$ cat config.mk
export PLATFORM = sky130hd
export DESIGN_NAME = pll_rst_seq
export DESIGN_NICKNAME = d
export VERILOG_FILES = /design/src/rtl/pll_rst_seq.sv
export SDC_FILE = /design/constraint.sdc
export NUM_CORES = 1
export LEC_CHECK = 0
export BUFFER_PORTS_ARGS = -buffer_cell sky130_fd_sc_hd__buf_2
export CAP_MARGIN = 15
export CORE_MARGIN = 4
export CORE_UTILIZATION = 52
export CTS_CLUSTER_DIAMETER = 30
export DETAILED_ROUTE_END_ITERATION = 10
export PLACE_DENSITY = 0.88
export SKIP_LAST_GASP = 1
export SLEW_MARGIN = 20
export SYNTH_ARGS = -nofsm -noshare
export SYNTH_HDL_FRONTEND = slang
export SYNTH_SLANG_ARGS = --single-unit
$ cat constraint.sdc
create_clock -name clk -period 2.2 [get_ports clk]
set_clock_uncertainty 0.1 [all_clocks]
set_input_delay 0.22 -clock clk [delete_from_list [all_inputs] [get_ports clk]]
set_output_delay 0.22 -clock clk [all_outputs]
set_load 0.05 [all_outputs]
$ cat src/rtl/pll_rst_seq.sv
// PLL power-up / reset sequencer: power-down, reset, lock qualification,
// lock-loss recovery, timeout fault and output-divider reconfiguration.
module pll_rst_seq #(
    parameter int unsigned PWD_CYCLES   = 2,
    parameter int unsigned RST_CYCLES   = 2,
    parameter int unsigned LOCK_TIMEOUT = 65535,
    parameter int unsigned LOCK_STABLE  = 16
) (
    input  logic       clk,
    input  logic       rst,
    input  logic       pll_lock,
    input  logic       start,
    input  logic       cfg_valid,
    input  logic [9:0] cfg_odiv,
    output logic       cfg_ready,
    output logic       pll_pwd,
    output logic       pll_rst,
    output logic [9:0] dyn_odiv0,
    output logic       locked,
    output logic       timeout_err,
    output logic [2:0] lock_loss_cnt,
    output logic       busy
);

    localparam int unsigned ODIV_W  = 10;
    localparam int unsigned LLC_W   = 3;
    localparam int unsigned MAX_PR  = (PWD_CYCLES > RST_CYCLES) ? PWD_CYCLES : RST_CYCLES;
    localparam int unsigned CNT_MAX = (MAX_PR > LOCK_STABLE) ? MAX_PR : LOCK_STABLE;
    localparam int unsigned CNT_W   = $clog2(CNT_MAX + 1);
    localparam int unsigned TO_W    = $clog2(LOCK_TIMEOUT + 1);

    localparam logic [CNT_W-1:0]  PWD_LAST = CNT_W'(PWD_CYCLES - 1);
    localparam logic [CNT_W-1:0]  RST_LAST = CNT_W'(RST_CYCLES - 1);
    localparam logic [CNT_W-1:0]  STB_LAST = CNT_W'(LOCK_STABLE - 1);
    localparam logic [TO_W-1:0]   TO_LAST  = TO_W'(LOCK_TIMEOUT - 1);
    localparam logic [ODIV_W-1:0] ODIV_RST = ODIV_W'(100);
    localparam logic [LLC_W-1:0]  LLC_MAX  = '1;

    localparam logic [2:0] S_IDLE   = 3'd0;
    localparam logic [2:0] S_PWD    = 3'd1;
    localparam logic [2:0] S_RST    = 3'd2;
    localparam logic [2:0] S_WAIT   = 3'd3;
    localparam logic [2:0] S_STABLE = 3'd4;
    localparam logic [2:0] S_RUN    = 3'd5;
    localparam logic [2:0] S_FAULT  = 3'd6;

    logic [2:0]       state, state_nxt;
    logic [CNT_W-1:0] cnt, cnt_nxt;
    logic [TO_W-1:0]  tcnt, tcnt_nxt;
    logic             lock_meta, lock_s;
    logic             cfg_take, loss_evt;

    // Next-state logic; one phase counter for PWD/RST/STABLE, one timeout counter for WAIT/STABLE
    always_comb begin
        state_nxt = state;
        cnt_nxt   = cnt;
        tcnt_nxt  = tcnt;
        loss_evt  = 1'b0;
        cfg_ready = (state == S_RUN) & lock_s & ~start;
        cfg_take  = cfg_valid & cfg_ready;
        case (state)
            S_IDLE: begin
                state_nxt = S_PWD;
                cnt_nxt   = '0;
            end
            S_PWD: begin
                if (cnt == PWD_LAST) begin
                    state_nxt = S_RST;
                    cnt_nxt   = '0;
                end else begin
                    cnt_nxt = cnt + CNT_W'(1);
                end
            end
            S_RST: begin
                if (cnt == RST_LAST) begin
                    state_nxt = S_WAIT;
                    cnt_nxt   = '0;
                    tcnt_nxt  = '0;
                end else begin
                    cnt_nxt = cnt + CNT_W'(1);
                end
            end
            S_WAIT: begin
                if (tcnt == TO_LAST) begin
                    state_nxt = S_FAULT;
                end else begin
                    tcnt_nxt = tcnt + TO_W'(1);
                    if (lock_s) begin
                        state_nxt = S_STABLE;
                        cnt_nxt   = '0;
                    end
                end
            end
            S_STABLE: begin
                if (tcnt == TO_LAST) begin
                    state_nxt = S_FAULT;
                end else begin
                    tcnt_nxt = tcnt + TO_W'(1);
                    if (!lock_s) begin
                        state_nxt = S_WAIT;
                        cnt_nxt   = '0;
                    end else if (cnt == STB_LAST) begin
                        state_nxt = S_RUN;
                        cnt_nxt   = '0;
                    end else begin
                        cnt_nxt = cnt + CNT_W'(1);
                    end
                end
            end
            S_RUN: begin
                // lock loss beats start beats cfg; losers are dropped
                if (!lock_s) begin
                    loss_evt  = 1'b1;
                    state_nxt = S_RST;
                    cnt_nxt   = '0;
                end else if (start) begin
                    state_nxt = S_PWD;
                    cnt_nxt   = '0;
                end else if (cfg_take) begin
                    state_nxt = S_RST;
                    cnt_nxt   = '0;
                end
            end
            S_FAULT: begin
                if (start) begin
                    state_nxt = S_PWD;
                    cnt_nxt   = '0;
                end
            end
            default: begin
                state_nxt = S_IDLE;
                cnt_nxt   = '0;
                tcnt_nxt  = '0;
            end
        endcase
    end

    // State, synchroniser and registered outputs decoded from the next state
    always_ff @(posedge clk) begin
        if (rst) begin
            state         <= S_IDLE;
            cnt           <= '0;
            tcnt          <= '0;
            lock_meta     <= 1'b0;
            lock_s        <= 1'b0;
            pll_pwd       <= 1'b0;
            pll_rst       <= 1'b1;
            dyn_odiv0     <= ODIV_RST;
            locked        <= 1'b0;
            timeout_err   <= 1'b0;
            lock_loss_cnt <= '0;
            busy          <= 1'b1;
        end else begin
            state       <= state_nxt;
            cnt         <= cnt_nxt;
            tcnt        <= tcnt_nxt;
            lock_meta   <= pll_lock;
            lock_s      <= lock_meta;
            pll_pwd     <= (state_nxt == S_PWD);
            pll_rst     <= (state_nxt inside {S_IDLE, S_PWD, S_RST, S_FAULT});
            locked      <= (state_nxt == S_RUN);
            timeout_err <= (state_nxt == S_FAULT);
            busy        <= !(state_nxt inside {S_RUN, S_FAULT});
            if (loss_evt && (lock_loss_cnt != LLC_MAX)) begin
                lock_loss_cnt <= lock_loss_cnt + LLC_W'(1);
            end
            if (cfg_take) begin
                dyn_odiv0 <= (cfg_odiv == '0) ? ODIV_W'(1) : cfg_odiv;
            end
        end
    end

endmodule

==> results.toml <==
[run_status]
status = "complete, but fails checks"
violations = "negative setup slack"

[timing]
tightest_slew_ps = 638
timing.fmax_mhz = 441
timing.slew.headroom_pct = 57.4
hold_viol = 0
setup_ws_ps = -69.4
rsz0062_at_grt = "true"
finalSetupViolations = 3
slew_viol_final = 0
finalCritPeriodShare_pct = 103
post-route-min-period_ps = 2270

[finish]
fill_cells = 320
seq_area_um2 = 887
final_net_count = 343
drive_above_1_share_pct = 34.3
finalNonFillerCells = 373
postLayoutCellArea_mm2 = 0.00311
diodes = 0
multiInputGateArea_mm2 = 0.00161
syn2layout_area_growth_pct = 26.1

[setup_path]
critical_path.top_delay_family = "simple AND/OR/NAND/NOR gates"
critical_path_class = "flop to flop"
startpoint_type = "flop"
regToRegStartpoint = "state[1]"
timing.rr.end = "tcnt[13]"
rr_worst_depth = 4
crit_fanout = 11
max_stage_delay_ps = 600
crit_chain = "nor3b_1 -> nand3_1 -> a21oi_1 -> mux2i_1"
worst_setup_path_end_kind = "flop"
arrival_ps = 2410
cp_num_buf_inv = 0
cpMaxStageDelayCell = "nor3b_1"
r2r_slack_ps = -70
worst-endpoint-required_ps = 2340

[grt]
grt_overflow = 0
grt_pass1_wl_um = 9670
antenna_found_initial = 0
grt_use_total_pct = 19.7
grt_pass1_vias = 2091
grt_max_degree = 24

[hold_path]
min_from = "pll_lock"
hp-class = "input pin to flop"
holdPathStages = 2
worstHoldEndpoint = "lock_meta"

[logic_synthesis]
yosys_warnings = 0
synth_seq_area_share_pct = 35.7
synth_top_area_share_pct = 35.7
netlist_area_mm2 = 0.00247
synthDistinctLibCells = 58
synthTopCellsByArea = "dfxtp_1, mux2i_1, nand3_1"
yosysMostFrequentCell = "dfxtp_1"
synth_area_leader_cell = "dfxtp_1"
synth_ff_type = "dfxtp_1"
syn_avg_cell_area_um2 = 9.29
async_reset_ff_share_pct = 0
syn_inst = 266
syn-num-nets = 289
synth_edf_count = 0
synthTopCellsByCount = "dfxtp_1, mux2i_1, nand3_1"
synth_seq_cells = 44

[cts]
clockRootBuffer = "clkbuf_8"
clkSlewWorstSetupHoldPaths_ps = 90
htree_levels = 2
clkLatencyLatePin_ps = 300
cts_tree = "built"
cts_sinks = 44
cts_hold_buf = 0
cts_max_path_buffers = 2
cts_made_buffers = 5

[power_and_ir_drop]
p_total_mw = 2.38
sw_frac_of_total_pct = 33.4
power_frac_comb_pct = 32.0
p_leak_nw = 1.18
power.density_mw_per_mm2 = 763
seqPwrFrac_pct = 39.0
clockPowerShare_pct = 29.0
p_int_mw = 1.58
p_sw_mw = 0.794
peakVddDrop_mv = 0.459

[placement]
place_ws_ps = 35.4
dpl_cell_area_mm2 = 0.00281
dp_cells = 359
numPortBuffers = 33
gp_congestion = 0.975
hpwl_um = 4100

[detailed_routing]
drt_wl_total_um = 6320
dr.first_iter.drc_count = 255
ant_nets = 0
drcViolationCount = 0
viasPerCell = 6.09
wire_per_inst_um = 16.9
route.vias.total = 2271
drtPass1Iterations = 4

[floorplanning]
row_count = 24
dieArea_mm2 = 0.00592
die_x_um = 76.9
num_io_pins = 34
coreArea_mm2 = 0.00447
die_y_um = 76.9
start_util_pct = 55.2

[flow_run]
drv_cap = 0
## state kept, by name, indices dropped and copies added, names as in the netlist
signal / flops
pll_rst: 1
pll_pwd: 1
lock_meta: 1
dyn_odiv0: 10
locked: 1
lock_loss_cnt: 3
tcnt: 16
lock_s: 1
cnt: 5
timeout_err: 1
state: 3
busy: 1
## worst max-delay path by stage
stage | from | endpoint | cells past startpoint
2_1_floorplan | state[2] | dyn_odiv0[2] | 7
3_3_place_gp | cnt[1] | tcnt[14] | 7
3_5_place_dp | tcnt[0] | cnt[4] | 8
4_1_cts | tcnt[0] | cnt[4] | 8
5_1_grt | state[1] | tcnt[15] | 4
6_report | state[1] | tcnt[13] | 4
## cell families (layout without fill, tap and decap cells)
kind of cell	Yosys count	after routing	share of synthesized area [%]
buffers and inverters	24	78	4.51
and+or+nand+nor	109	109	27.1
xor gates and xnor gates	3	3	1.06
AOI/OAI and AO/OA	53	54	17.5
adders and majority gates	8	8	4.05
DFF	44	44	35.7
muxes	25	25	10.1
## timing repair
item                       in CTS  in global routing
setup buffers                   0                  5
resized for setup               0                 29
setup endpoints to repair       0                 24
## placed cells by master, fill, tap and decap left out, drive strengths merged, types with 7 or more instances in the layout
master,count
mux2i,25
nor2,15
nand3b,11
dfxtp,44
o21ai,8
clkbuf,7
nand3,22
ha,8
nand2,12
nor2b,8
buf,61
a21oi,20
inv,8
## area by class of cell
class,instances,area share (%)
Multi-Input combinational cell,199,51.7
Sequential cell,44,28.5
Timing Repair Buffer,61,12.5
Clock buffer,7,3.09
Tap cell,52,2.09
Inverter,9,1.08
Clock inverter,1,0.964
## power by group through the flow
stage | registers (mW) | clock network (mW) | logic [mW]
finish | 0.926 | 0.688 | 0.761
CTS | 0.914 | 0.693 | 0.677
global placement | 0.930 | 0 | 0.649
floorplan | 0.961 | 0 | 0.466
global route | 0.936 | 0.731 | 0.817
detailed placement | 0.932 | 0 | 0.672
## layer usage
metal / part of all wire, % / track usage, % / vias up
met4: 1.6 / 5.98 / 0
met5: 0 / 0 / -
met2: 49 / 33.3 / 83
met3: 6.4 / 4.57 / 13
met1: 43 / 24.8 / 1081
li1: - / - / 1094
## per-stage QoR
stage	setup TNS, ps	util [%]	hold slack (ps)
6_report	-97.2	69.6	19.3
5_1_grt	-1410	69.6	41.6
4_1_cts	0	65.5	17.2
3_5_place_dp	0	62.7	328
3_3_place_gp	0	62.7	318
2_1_floorplan	0	-	208
(Power assumes the default switching activity.)
